===== src/rtl/usb2_buf_pkg.sv =====
`default_nettype none
// ============================================================================
//  Module   : usb2_buf_pkg
//  Purpose  : Shared widths, controller state encoding and length helper for
//             the USB 2.0 external IN-buffer port arbiter.
//  Revision : 1.0 - initial release
// ============================================================================
package usb2_buf_pkg;

    // Buffer port widths of the core's ext_buf_in interface
    localparam int c_addr_w          = 9;
    localparam int c_data_w          = 8;
    localparam int c_len_w           = 10;

    // Largest packet the IN buffer can commit
    localparam int c_max_len_default = 512;

    // Controller state encoding
    typedef logic [2:0] state_t;

    localparam state_t c_st_idle     = 3'd0;
    localparam state_t c_st_grant    = 3'd1;
    localparam state_t c_st_commit   = 3'd2;
    localparam state_t c_st_wait_ack = 3'd3;
    localparam state_t c_st_ack_low  = 3'd4;
    localparam state_t c_st_release  = 3'd5;

    // A commit length is legal when it is non-zero and does not exceed max_len
    function automatic logic len_in_range(input logic [c_len_w-1:0] len,
                                          input int                 max_len);
        logic [31:0] len32;
        len32 = 32'(len);
        return (len32 != 32'd0) && (len32 <= 32'(max_len));
    endfunction

endpackage
`default_nettype wire


===== src/rtl/usb2_rr_arb2.sv =====
`default_nettype none
// ============================================================================
//  Module   : usb2_rr_arb2
//  Purpose  : Two-way round-robin pick. The pointer names the producer that
//             wins a tie; it moves to the other producer whenever the owner
//             of the port is released.
//  Revision : 1.0 - initial release
// ============================================================================
module usb2_rr_arb2 (
    input  logic       clk,
    input  logic       rst_n,
    input  logic [1:0] req,       // bit 0 = producer A, bit 1 = producer B
    input  logic       update,    // pulse: the current owner is being released
    input  logic       served_b,  // owner being released was B
    output logic       pick_b,    // winner of the current request set is B
    output logic       any_req
);

    logic r_favour_b;

    // Tie-breaker pointer: after a release, favour the producer not just served
    always_ff @(posedge clk or negedge rst_n) begin
        if (!rst_n) begin
            r_favour_b <= 1'b0;
        end else if (update) begin
            r_favour_b <= ~served_b;
        end
    end

    // Single requester wins outright; a tie goes to the favoured producer
    always_comb begin
        any_req = |req;
        if (req == 2'b11) begin
            pick_b = r_favour_b;
        end else begin
            pick_b = req[1];
        end
    end

endmodule
`default_nettype wire


===== src/rtl/usb2_buf_in_arbiter.sv =====
`default_nettype none
// ============================================================================
//  Module   : usb2_buf_in_arbiter
//  Purpose  : Shares the core's single external IN-buffer port between two
//             packet producers A and B. One producer owns the port at a time
//             (round-robin); its writes are registered onto buf_in_*, and its
//             commit is carried through the 4-phase commit/commit_ack
//             handshake with an acknowledge timeout.
//  Revision : 1.0 - initial release
// ============================================================================
module usb2_buf_in_arbiter
    import usb2_buf_pkg::*;
#(
    parameter int MAX_LEN     = c_max_len_default,
    parameter int ACK_TIMEOUT = 65535,
    parameter int CNT_W       = 16     // 2**CNT_W must exceed ACK_TIMEOUT
) (
    input  logic                ext_clk,
    input  logic                reset_n,

    input  logic                a_req,
    output logic                a_gnt,
    input  logic [c_addr_w-1:0] a_addr,
    input  logic [c_data_w-1:0] a_data,
    input  logic                a_wren,
    input  logic                a_commit,
    input  logic [c_len_w-1:0]  a_commit_len,
    output logic                a_done,
    output logic                a_err,

    input  logic                b_req,
    output logic                b_gnt,
    input  logic [c_addr_w-1:0] b_addr,
    input  logic [c_data_w-1:0] b_data,
    input  logic                b_wren,
    input  logic                b_commit,
    input  logic [c_len_w-1:0]  b_commit_len,
    output logic                b_done,
    output logic                b_err,

    output logic [c_addr_w-1:0] buf_in_addr,
    output logic [c_data_w-1:0] buf_in_data,
    output logic                buf_in_wren,
    input  logic                buf_in_ready,
    output logic                buf_in_commit,
    output logic [c_len_w-1:0]  buf_in_commit_len,
    input  logic                buf_in_commit_ack,

    output logic [1:0]          stat_owner
);

    localparam logic [CNT_W-1:0] c_timeout = CNT_W'(ACK_TIMEOUT);

    // ------------------------------------------------------------------
    // Registered state
    // ------------------------------------------------------------------
    state_t                r_state;
    logic                  r_owner_b;
    logic                  r_a_gnt;
    logic                  r_b_gnt;
    logic [c_addr_w-1:0]   r_addr;
    logic [c_data_w-1:0]   r_data;
    logic                  r_wren;
    logic                  r_commit;
    logic [c_len_w-1:0]    r_len;
    logic [CNT_W-1:0]      r_cnt;
    logic                  r_a_done;
    logic                  r_a_err;
    logic                  r_b_done;
    logic                  r_b_err;

    // ------------------------------------------------------------------
    // Combinational signals
    // ------------------------------------------------------------------
    state_t                w_next;
    logic                  w_pick_b;
    logic                  w_any_req;
    logic                  w_release;
    logic                  w_own_req;
    logic                  w_own_wren;
    logic                  w_own_commit;
    logic [c_addr_w-1:0]   w_own_addr;
    logic [c_data_w-1:0]   w_own_data;
    logic [c_len_w-1:0]    w_own_len;
    logic                  w_len_ok;
    logic [CNT_W-1:0]      w_cnt_inc;
    logic                  w_timeout;
    logic                  w_reject;
    logic                  w_expire;
    logic                  w_ack_done;

    // ------------------------------------------------------------------
    // Round-robin pick; the pointer advances once per release
    // ------------------------------------------------------------------
    assign w_release = (r_state == c_st_release);

    usb2_rr_arb2 u_rr_arb2 (
        .clk      (ext_clk),
        .rst_n    (reset_n),
        .req      ({b_req, a_req}),
        .update   (w_release),
        .served_b (r_owner_b),
        .pick_b   (w_pick_b),
        .any_req  (w_any_req)
    );

    // Route the owning producer's controls; the other producer is never seen
    always_comb begin
        if (r_owner_b) begin
            w_own_req    = b_req;
            w_own_wren   = b_wren;
            w_own_commit = b_commit;
            w_own_addr   = b_addr;
            w_own_data   = b_data;
            w_own_len    = b_commit_len;
        end else begin
            w_own_req    = a_req;
            w_own_wren   = a_wren;
            w_own_commit = a_commit;
            w_own_addr   = a_addr;
            w_own_data   = a_data;
            w_own_len    = a_commit_len;
        end
    end

    assign w_len_ok = len_in_range(w_own_len, MAX_LEN);

    // Saturating increment: the counter may stick at all-ones but never wraps
    assign w_cnt_inc  = (r_cnt == {CNT_W{1'b1}}) ? r_cnt : r_cnt + CNT_W'(1);
    assign w_timeout  = (w_cnt_inc >= c_timeout);

    // Completion events; an acknowledge outranks a simultaneous timeout
    assign w_reject   = (r_state == c_st_grant) && w_own_commit && !w_len_ok;
    assign w_ack_done = (r_state == c_st_wait_ack) && buf_in_commit_ack;
    assign w_expire   = (r_state == c_st_wait_ack) && !buf_in_commit_ack && w_timeout;

    // Next-state selection for the ownership / commit sequence
    always_comb begin
        w_next = r_state;
        case (r_state)
            c_st_idle: begin
                if (buf_in_ready && w_any_req) begin
                    w_next = c_st_grant;
                end
            end
            c_st_grant: begin
                if (w_own_commit) begin
                    w_next = w_len_ok ? c_st_commit : c_st_release;
                end else if (!w_own_req) begin
                    w_next = c_st_release;
                end
            end
            c_st_commit: begin
                w_next = c_st_wait_ack;
            end
            c_st_wait_ack: begin
                if (buf_in_commit_ack) begin
                    w_next = c_st_ack_low;
                end else if (w_timeout) begin
                    w_next = c_st_release;
                end
            end
            c_st_ack_low: begin
                if (!buf_in_commit_ack) begin
                    w_next = c_st_release;
                end
            end
            c_st_release: begin
                w_next = c_st_idle;
            end
            default: begin
                w_next = c_st_idle;
            end
        endcase
    end

    // State register
    always_ff @(posedge ext_clk or negedge reset_n) begin
        if (!reset_n) begin
            r_state <= c_st_idle;
        end else begin
            r_state <= w_next;
        end
    end

    // Ownership and grants: set when leaving IDLE, cleared on any release path
    always_ff @(posedge ext_clk or negedge reset_n) begin
        if (!reset_n) begin
            r_owner_b <= 1'b0;
            r_a_gnt   <= 1'b0;
            r_b_gnt   <= 1'b0;
        end else if ((r_state == c_st_idle) && (w_next == c_st_grant)) begin
            r_owner_b <= w_pick_b;
            r_a_gnt   <= ~w_pick_b;
            r_b_gnt   <= w_pick_b;
        end else if (w_next == c_st_release) begin
            r_a_gnt   <= 1'b0;
            r_b_gnt   <= 1'b0;
        end
    end

    // Write path: only the owner's writes while in GRANT reach the core
    always_ff @(posedge ext_clk or negedge reset_n) begin
        if (!reset_n) begin
            r_addr <= '0;
            r_data <= '0;
            r_wren <= 1'b0;
        end else begin
            r_wren <= (r_state == c_st_grant) && w_own_wren;
            if ((r_state == c_st_grant) && w_own_wren) begin
                r_addr <= w_own_addr;
                r_data <= w_own_data;
            end
        end
    end

    // Accepted length is latched in GRANT and held through the handshake
    always_ff @(posedge ext_clk or negedge reset_n) begin
        if (!reset_n) begin
            r_len <= '0;
        end else if ((r_state == c_st_grant) && w_own_commit && w_len_ok) begin
            r_len <= w_own_len;
        end
    end

    // Commit level and acknowledge timeout; the counter restarts on each entry
    always_ff @(posedge ext_clk or negedge reset_n) begin
        if (!reset_n) begin
            r_commit <= 1'b0;
            r_cnt    <= '0;
        end else if (r_state == c_st_commit) begin
            r_commit <= 1'b1;
            r_cnt    <= '0;
        end else if (r_state == c_st_wait_ack) begin
            if (buf_in_commit_ack || w_timeout) begin
                r_commit <= 1'b0;
            end else begin
                r_cnt    <= w_cnt_inc;
            end
        end
    end

    // One-cycle done/err pulses, steered to the owning producer only
    always_ff @(posedge ext_clk or negedge reset_n) begin
        if (!reset_n) begin
            r_a_done <= 1'b0;
            r_a_err  <= 1'b0;
            r_b_done <= 1'b0;
            r_b_err  <= 1'b0;
        end else begin
            r_a_done <= w_ack_done && !r_owner_b;
            r_b_done <= w_ack_done &&  r_owner_b;
            r_a_err  <= (w_reject || w_expire) && !r_owner_b;
            r_b_err  <= (w_reject || w_expire) &&  r_owner_b;
        end
    end

    // ------------------------------------------------------------------
    // Outputs
    // ------------------------------------------------------------------
    assign a_gnt             = r_a_gnt;
    assign b_gnt             = r_b_gnt;
    assign a_done            = r_a_done;
    assign a_err             = r_a_err;
    assign b_done            = r_b_done;
    assign b_err             = r_b_err;
    assign buf_in_addr       = r_addr;
    assign buf_in_data       = r_data;
    assign buf_in_wren       = r_wren;
    assign buf_in_commit     = r_commit;
    assign buf_in_commit_len = r_len;
    assign stat_owner        = {r_b_gnt, r_a_gnt};

endmodule
`default_nettype wire


===== config.mk =====
export PLATFORM = sky130hd
export DESIGN_NAME = usb2_buf_in_arbiter
export DESIGN_NICKNAME = d
export VERILOG_FILES = /design/src/rtl/usb2_buf_pkg.sv /design/src/rtl/usb2_rr_arb2.sv /design/src/rtl/usb2_buf_in_arbiter.sv
export SDC_FILE = /design/constraint.sdc
export NUM_CORES = 1
export LEC_CHECK = 0
export ABC_CLOCK_PERIOD_IN_PS = 5300
export CAP_MARGIN = 20
export CORE_MARGIN = 2
export CORE_UTILIZATION = 29
export DETAILED_ROUTE_END_ITERATION = 10
export PLACE_DENSITY_LB_ADDON = 0.3
export SLEW_MARGIN = 20
export SYNTH_ARGS = -nofsm -noshare
export SYNTH_HDL_FRONTEND = slang
export SYNTH_SLANG_ARGS = --single-unit
export TNS_END_PERCENT = 10

===== constraint.sdc =====
create_clock -name ext_clk -period 5.3 [get_ports ext_clk]
set_input_delay 0.53 -clock ext_clk [delete_from_list [all_inputs] [get_ports ext_clk]]
set_output_delay 0.53 -clock ext_clk [all_outputs]
set_load 0.02 [all_outputs]

==> results of run 1 <==
[worst min path at each step]
stage                                       end  slack [ns]  cells after the start
2_1_floorplan                  a_done$_DFF_PN0_        0.23                      0
3_3_place_gp   u_rr_arb2.r_favour_b$_DFFE_PN0N_        0.46                      2
3_5_place_dp   u_rr_arb2.r_favour_b$_DFFE_PN0N_        0.47                      2
4_1_cts              buf_in_data[2]$_DFFE_PN0P_        0.37                      2
5_1_grt              buf_in_data[2]$_DFFE_PN0P_        0.40                      2
6_report                   r_cnt[4]$_DFFE_PN0P_        0.32                      2
[registers in the layout, indices dropped and copies added, names as in the netlist]
register,count
a_err,1
r_state,3
buf_in_addr,9
b_err,1
buf_in_data,8
buf_in_commit,1
r_owner_b,1
b_done,1
r_cnt,16
a_done,1
u_rr_arb2.r_favour_b,1
buf_in_wren,1
a_gnt,1
b_gnt,1
buf_in_commit_len,10
[stage by stage]
step / setup WS [ns] / std cells / instance area, um2
4_1_cts: 2.27 / 567 / 4350
5_1_grt: 2.02 / 567 / 4350
3_3_place_gp: 2.34 / 559 / 4250
6_report: 2.29 / 567 / 4350
2_1_floorplan: 2.71 / 337 / 3180
3_5_place_dp: 2.28 / 559 / 4250
[synth_stat cells (all sizes together) (3+ instances only)]
library cell,n
nor2,42
mux2i,31
nand2,13
o31ai,3
nand3,16
a31oi,5
nor3,11
dfrtp,56
buf,13
or3,10
nor2b,3
o21ai,20
a21o,4
inv,9
a21oi,45
clkbuf,6
and4,3
nand4,10
nor4,4
[area by class of cell]
| class | instances | area [um2] |
|---|---|---|
| clock inverters | 3 | 26.3 |
| inverters | 9 | 33.8 |
| flip-flops and latches | 56 | 1400 |
| fillers | 1128 | 6390 |
| multi-input cells | 253 | 1640 |
| clock buffers | 5 | 68.8 |
| repair buffers | 101 | 1000 |
| well taps | 140 | 175 |
[cell families after synthesis]
| kind of cell | Yosys count |
|---|---|
| AOI/OAI and AO/OA | 90 |
| muxes | 32 |
| buffers and inverters | 28 |
| xor gates and xnor gates | 1 |
| DFF | 56 |
| and+or+nand+nor | 128 |
| adders and majority gates | 2 |
[metal layers]
metal	wire, um	GRT usage (%)	share of wire [%]
met4	95	4.03	1.2
met1	3470	18.2	43
met2	3810	23.7	47
met5	0	0	0
met3	744	5.62	9.2
[critical path, delay by kind of cell, from the launching register on]
kind	cells	cell delay [ns]
AOI/OAI and AO/OA	3	0.98
adders and majority gates	1	0.33
DFF	1	0.47
and+or+nand+nor	4	1.07
[power by group]
part	leakage (uW)	switching [uW]	internal, uW
combinational	0.000980	466	450
clock	0.0000491	153	97.8
sequential	0.000690	166	574
total	0.00172	785	1120
==> impl_metrics.json, run 1 <==
{
  "status": "complete, no violations",
  "gp_congestion": 0.795,
  "ctsHoldBuffers": 0,
  "track_usage_pct": 14.6,
  "post-route-period-util_pct": 56.7,
  "r2r_slack_ns": 2.29,
  "cts_root_buf": "clkbuf_8",
  "synth-async-reset-ratio_pct": 100,
  "dp_hpwl_um": 6180,
  "worstMarginPinSlew_ns": 0.956,
  "ir_drop_v": 0.000209,
  "rsz0062_at_grt": "false",
  "synthAdderAreaFrac_pct": 0.709,
  "critical_path_class": "flip-flop to flip-flop",
  "route.vias.total": 2822,
  "ys_seq_elements": 56,
  "die_w_um": 109,
  "first_pass_iters": 4,
  "core-area_um2": 10700,
  "finalSetupViolCount": 0,
  "leakagePower_uw": 0.00172,
  "ios": 101,
  "cp_cell_sequence": "ha_1 > nand3_4 > nor3_4 > or3b_4 > a2111oi_4 > a21o_1 > or3_2 > a21oi_1",
  "period_needed_ns": 3.01,
  "detail-route-antenna-nets": 0,
  "fmax_ghz": 0.333,
  "clock-sinks": 56,
  "ys_warn_count": 0,
  "netlist-cell-type-count": 60,
  "synthMuxAreaShare_pct": 10.1,
  "worstReg2RegStart": "r_cnt[0]$_DFFE_PN0P_",
  "slowest_delay_ns": 0.54,
  "ctsResizeCount": 0,
  "clk_latency_ns": 0.32,
  "rr_endpoint": "r_cnt[9]$_DFFE_PN0P_",
  "synthToLayoutAreaGrowth_pct": 37.0,
  "drive_gt1_share_pct": 7.26,
  "cts_tree": "done",
  "start_kind": "flip-flop",
  "layout_commonest_cell": "clkdlybuf4s50_1",
  "synth-simple-area-share_pct": 23.2,
  "setup_tns_ns": 0,
  "hold_path_class": "input port to async pin",
  "numCtsBuffers": 5,
  "fin_util_pct": 40.5,
  "diodes": 0,
  "hold_slack_ns": 0.324,
  "rows": 38,
  "via_per_inst": 4.98,
  "synth-edff-count": 0,
  "ys_top_cells_by_area": "dfrtp_1 (44%), mux2i_1 (9.8%), a21oi_1 (6.9%), nor2_1 (5.0%), nand3_1 (2.4%)",
  "synth_compound_area_share_pct": 17.0,
  "grt_pass1_vias": 2760,
  "synth_top_area_share_pct": 44.1,
  "clock_skew_ns": 0.0129,
  "syn-num-nets": 402,
  "drt_iter0_markers": 124,
  "synth_xor_area_share_pct": 0.276,
  "cts_setup_buffers": 0,
  "layout_common_cells": "clkdlybuf4s50_1 (99), dfrtp_1 (55), a21oi_1 (44)",
  "synth_flop_cell": "dfrtp_1",
  "maxSlewViolCount": 0,
  "synth_area_um2": 3180,
  "cp_max_fo": 20,
  "critPathCaptureType": "flip-flop",
  "finalHoldViolCount": 0,
  "wire_per_inst_um": 14.3,
  "synth_top_family_by_area": "simple AND/OR/NAND/NOR gates",
  "die_area_um2": 11800,
  "initial_core_util_pct": 29.6,
  "max_slew_margin_pct": 36.3,
  "clock_path_buffers": 2,
  "ys_seq_area_share_pct": 44.1,
  "yosysTopAreaCell": "dfrtp_1",
  "path_clk_slew_ns": 0.10,
  "route.detailed.drc": 0,
  "crit_slowest_cell": "a21o_1",
  "grt_pass1_wl_um": 13500,
  "cap_viol_max_count": 0,
  "htree_num_levels": 2,
  "reg2reg_depth": 8,
  "grt_overflow": 0,
  "netlist_instances": 337,
  "die_height_um": 109,
  "grt_max_degree": 57,
  "wl_um": 8120,
  "power_density_nw_per_um2": 438,
  "cp-startpoint": "r_cnt[0]$_DFFE_PN0P_",
  "critPathRequiredTime_ns": 5.48,
  "crit_arrival_ns": 3.18,
  "grt_antenna_before_repair": 0,
  "io_buffers": 100,
  "synth.avg_cell_area_um2": 9.43,
  "critPathCapture": "r_cnt[9]$_DFFE_PN0P_",
  "fin_nets": 491,
  "totalPowerFinal_uw": 1910
}
(Power assumes the default switching activity.)
==> inputs of run 2 (changes only) <==
ABC_CLOCK_PERIOD_IN_PS = 2600   (was 5300)
clock period = 2.6 ns   (was 5.3 ns; I/O delays follow)
==> run 2 against run 1 <==
Compared with the run above:
- critical path depth grew 1
- power is 110% higher
- maximum frequency rose by 21%
- clock skew shrank 0.0020 ns
- register-to-register slack got worse by 2.2 ns
- clock power grew 97%
- non-clock buffer count rose by 22
- utilization rose by 1.8 points
- largest power group unchanged
==> impl_metrics.json, run 2 (synthesis results as in run 1) <==
{
  "status": "complete, no violations",
  "fmax_ghz": 0.402,
  "p_int_uw": 2370,
  "critPathCaptureType": "flip-flop",
  "clock_skew_ns": 0.0108,
  "dp_hpwl_um": 6600,
  "clock-sinks": 56,
  "max_slew_margin_pct": 59.4,
  "power_density_nw_per_um2": 878,
  "crit_arrival_ns": 2.72,
  "finalHoldViolCount": 0,
  "finalSetupViolCount": 0,
  "period_needed_ns": 2.49,
  "route.detailed.drc": 0,
  "io_buffers": 100,
  "drt_iter0_markers": 99,
  "grt_antenna_before_repair": 0,
  "place_area_um2": 4400,
  "cap_viol_max_count": 0,
  "stdcell_count": 589,
  "synthToLayoutAreaGrowth_pct": 43.0,
  "route.vias.total": 2953,
  "hold_slack_ns": 0.330,
  "setup_tns_ns": 0,
  "diodes": 0,
  "core-area_um2": 10700,
  "die_area_um2": 11800,
  "track_usage_pct": 15.2,
  "drive_gt1_share_pct": 12.5,
  "cts_root_buf": "clkbuf_8",
  "worst_slack_ns": 0.111,
  "p_sw_uw": 1620,
  "grt_pass1_wl_um": 14100,
  "ir_drop_v": 0.000455,
  "first_pass_iters": 4,
  "critPathRequiredTime_ns": 2.83,
  "cp.buffers_inverters": 1,
  "post-place-ws_ns": 0.00271,
  "grt_overflow": 0,
  "wire_per_inst_um": 14.7,
  "clock_path_buffers": 2,
  "crit_slowest_cell": "a2111oi_4",
  "start_kind": "flip-flop",
  "clk_latency_ns": 0.32,
  "critical_path_class": "flip-flop to flip-flop",
  "wl_um": 8640,
  "post-route-period-util_pct": 95.7,
  "worstMarginPinSlew_ns": 0.609,
  "path_clk_slew_ns": 0.11,
  "fin_nets": 513,
  "cts_tree": "done",
  "grt_pass1_vias": 2915,
  "htree_num_levels": 2,
  "via_per_inst": 5.01,
  "detail-route-antenna-nets": 0,
  "layout_commonest_cell": "clkdlybuf4s50_1",
  "dp_cells": 578,
  "numCtsBuffers": 5,
  "layout_common_cells": "clkdlybuf4s50_1 (99), dfrtp_1 (52), a21oi_1 (44)",
  "hold_path_class": "input port to async pin",
  "grt_max_degree": 48,
  "pwr-share-clk_pct": 12.4,
  "slowest_delay_ns": 0.48,
  "largest_register": "r_cnt",
  "power.share.switching_pct": 40.7,
  "fillers": 1128,
  "pwr-share-seq_pct": 35.6,
  "cp_max_fo": 7,
  "final_cell_area_um2": 4540,
  "ios": 101,
  "rsz0062_at_grt": "true",
  "largest_register_ffs": 16,
  "die_w_um": 109,
  "die_height_um": 109,
  "maxSlewViolCount": 0,
  "leakagePower_uw": 0.00182,
  "path_delay_family": "simple AND/OR/NAND/NOR gates",
  "gp_congestion": 0.834,
  "p_comb_share_pct": 52.0,
  "cp_cell_sequence": "ha_4 > nand3_4 > nor3_4 > or3b_4 > a2111oi_4 > a21oi_4 > buf_4 > nand4_1 > mux2i_1",
  "initial_core_util_pct": 29.6,
  "rows": 38
}
run 2: timing repair:
| action | CTS | global route |
|---|---|---|
| endpoints found under the hold margin | 9 | 0 |
| pin swaps | 1 | 4 |
| gates resized for setup | 2 | 8 |
| hold buffers | 1 | 0 |
| setup buffers | 0 | 2 |
| endpoints found under the setup margin | 1 | 15 |
run 2: power by group through the flow:
stage	registers, uW	logic [uW]	clock network (uW)
3_3_place_gp	1420	2040	0
6_report	1420	2080	495
2_1_floorplan	1650	940	0
5_1_grt	1470	2270	542
3_5_place_dp	1420	2060	0
4_1_cts	1420	2070	512
run 2: metrics by stage:
stage               utilization (%)  power [uW]
finish                         42.3        3990
global route                   42.3        4280
CTS                            42.0        4000
detailed placement             41.0        3480
global placement               41.0        3460
floorplan                         -        2590
run 2: layout make-up:
cell class,count,area [um2],area share (%)
multi-input combinational,253,1660,36.5
sequential,56,1410,30.9
timing repair buffer,123,1180,26.0
tap,140,175,3.85
clock buffer,6,72.6,1.60
inverter,9,33.8,0.743
clock inverter,2,13.8,0.303
run 2: metal layers:
metal / up-vias / part of all wire (%) / GRT usage [%]
met5: - / 0 / 0
met4: 0 / 1.6 / 4.30
met3: 12 / 8.5 / 5.32
met2: 115 / 47 / 25.3
met1: 1371 / 42 / 18.6
li1: 1455 / - / -
run 2: final timing paths:
check                                                       from                          endpoint  slack [ns]  cells after the start
worst max-delay path                        r_cnt[0]$_DFFE_PN0P_             r_cnt[14]$_DFFE_PN0P_        0.11                      9
worst min-delay path                                     reset_n              r_cnt[6]$_DFFE_PN0P_        0.33                      2
worst max register to register              r_cnt[0]$_DFFE_PN0P_             r_cnt[14]$_DFFE_PN0P_        0.11                      9
worst min register to register  u_rr_arb2.r_favour_b$_DFFE_PN0N_  u_rr_arb2.r_favour_b$_DFFE_PN0N_        0.50                      2
max in group asynchronous                                reset_n              r_cnt[2]$_DFFE_PN0P_        1.34                      3
min in group ext_clk            u_rr_arb2.r_favour_b$_DFFE_PN0N_  u_rr_arb2.r_favour_b$_DFFE_PN0N_        0.50                      2
==> inputs of run 3 (changes only) <==
CORE_MARGIN = not set   (was 2)
PLACE_DENSITY = 0.66   (was not set)
PLACE_DENSITY_LB_ADDON = not set   (was 0.3)
==> run 3 against run 2 <==
Compared with the run above:
- worst setup slack got worse by 0.033 ns
- final cell count decreased by 0.34%
- clock power increased by 22%
- register-to-register slack got worse by 0.03 ns
- critical path depth increased by 1
- combinational power decreased by 2%
- sequential cell count unchanged
- die area decreased by 3.6%
- largest power group unchanged
==> impl_metrics.json, run 3 (synthesis results as in run 1) <==
{
  "status": "complete, no violations",
  "rows": 37,
  "gp_congestion": 0.894,
  "maxSlewViolCount": 0,
  "hold_slack_ns": 0.0370,
  "fillers": 1053,
  "critPathRequiredTime_ns": 2.84,
  "finalHoldViolCount": 0,
  "ios": 101,
  "grt_pass1_vias": 2914,
  "wire_per_inst_um": 14.6,
  "post-route-period-util_pct": 97.0,
  "largest_register": "r_cnt",
  "wl_um": 8580,
  "synthToLayoutAreaGrowth_pct": 45.8,
  "cp_max_fo": 20,
  "die_w_um": 107,
  "largest_register_ffs": 16,
  "cp-startpoint": "r_cnt[1]$_DFFE_PN0P_",
  "fin_util_pct": 44.3,
  "setup_tns_ns": 0,
  "clock_skew_ns": 0.0106,
  "layout_common_cells": "clkdlybuf4s50_1 (99), dfrtp_1 (50), a21oi_1 (42)",
  "dp_hpwl_um": 6420,
  "start_kind": "flip-flop",
  "layout_commonest_cell": "clkdlybuf4s50_1",
  "initial_core_util_pct": 30.4,
  "track_usage_pct": 15.3,
  "critPathCaptureType": "flip-flop",
  "finalSetupViolCount": 0,
  "max_slew_margin_pct": 44.7,
  "route.vias.total": 3019,
  "clk_latency_ns": 0.31,
  "grt_overflow": 0,
  "diodes": 0,
  "drive_gt1_share_pct": 15.5,
  "ctsHoldBuffers": 0,
  "cts_root_buf": "clkbuf_8",
  "route.detailed.drc": 0,
  "io_buffers": 100,
  "path_clk_slew_ns": 0.10,
  "worstReg2RegStart": "r_cnt[1]$_DFFE_PN0P_",
  "cap_viol_max_count": 0,
  "grt_antenna_before_repair": 0,
  "worstMarginPinSlew_ns": 0.830,
  "first_pass_iters": 4,
  "detail-route-antenna-nets": 0,
  "die_area_um2": 11400,
  "period_needed_ns": 2.52,
  "clock_path_buffers": 2,
  "drt_iter0_markers": 139,
  "via_per_inst": 5.14,
  "leakagePower_uw": 0.00185,
  "die_height_um": 107,
  "fmax_ghz": 0.396,
  "ir_drop_v": 0.000481,
  "htree_num_levels": 2,
  "grt_pass1_wl_um": 13900,
  "crit_arrival_ns": 2.76,
  "cts_tree": "done",
  "hold_path_class": "input port to async pin",
  "critical_path_class": "flip-flop to flip-flop",
  "dp_cells": 574,
  "clock-sinks": 56,
  "stdcell_count": 587,
  "fin_nets": 515,
  "numCtsBuffers": 5,
  "core-area_um2": 10500,
  "grt_max_degree": 39,
  "power_density_nw_per_um2": 878
}
-- run 3: what timing repair did --
item | 4_1_cts | 5_1_grt
cloned | 0 | 0
pin swaps | 1 | 5
setup buffers | 0 | 5
setup endpoints to repair | 2 | 17
resized for setup | 2 | 18
-- run 3: worst max-delay path: stages, from the launching register on --
cell and delay (ns):
dfrtp_1 0.40, ha_4 0.19, nand3_4 0.12, o31a_1 0.34, o21ai_2 0.15, a2111oi_4 0.10, buf_4 0.16, a21o_1 0.20
buf_12 0.15, or4_1 0.48, a21oi_2 0.14
-- run 3: metrics by stage --
| stage | cell area (um2) | power [uW] | setup WS (ns) |
|---|---|---|---|
| after CTS | 4530 | 4090 | 0.00755 |
| final | 4630 | 4070 | 0.0779 |
| after floorplan | 3180 | 2590 | 0.0121 |
| after detailed placement | 4400 | 3470 | 0.00509 |
| after global placement | 4400 | 3430 | 0.0669 |
| after global routing | 4630 | 4380 | -0.0158 |
-- run 3: where the power goes --
| group | switching [uW] | internal [uW] |
|---|---|---|
| sequential | 245 | 1170 |
| combinational | 1060 | 987 |
| clock | 290 | 316 |
| total | 1590 | 2470 |
-- run 3: routing by layer --
metal / GRT usage [%] / wire length [um] / share of wire [%] / vias up
li1: - / - / - / 1460
met1: 19.4 / 3760 / 44 / 1451
met2: 25.0 / 4160 / 48 / 98
met3: 4.44 / 532 / 6.2 / 10
met4: 4.79 / 128 / 1.5 / 0
met5: 0 / 0 / 0 / -
-- run 3: worst paths after layout --
| check | endpoint | slack (ns) | cells past startpoint |
|---|---|---|---|
| setup / recovery | r_cnt[11]$_DFFE_PN0P_ | 0.08 | 10 |
| hold / removal | r_cnt[6]$_DFFE_PN0P_ | 0.04 | 1 |
| setup reg to reg | r_cnt[11]$_DFFE_PN0P_ | 0.08 | 10 |
| hold reg to reg | u_rr_arb2.r_favour_b$_DFFE_PN0N_ | 0.50 | 2 |
| max in group asynchronous | r_cnt[13]$_DFFE_PN0P_ | 1.88 | 2 |
| min in group ext_clk | u_rr_arb2.r_favour_b$_DFFE_PN0N_ | 0.50 | 2 |
-- run 3: area by class of cell --
cell class | count | area, um2 | area share, %
multi-input cells | 253 | 1700 | 36.8
flip-flops and latches | 56 | 1410 | 30.4
repair buffers | 125 | 1200 | 25.8
well taps | 136 | 170 | 3.67
clock buffers | 6 | 82.6 | 1.78
clock inverters | 2 | 38.8 | 0.837
inverters | 9 | 33.8 | 0.729
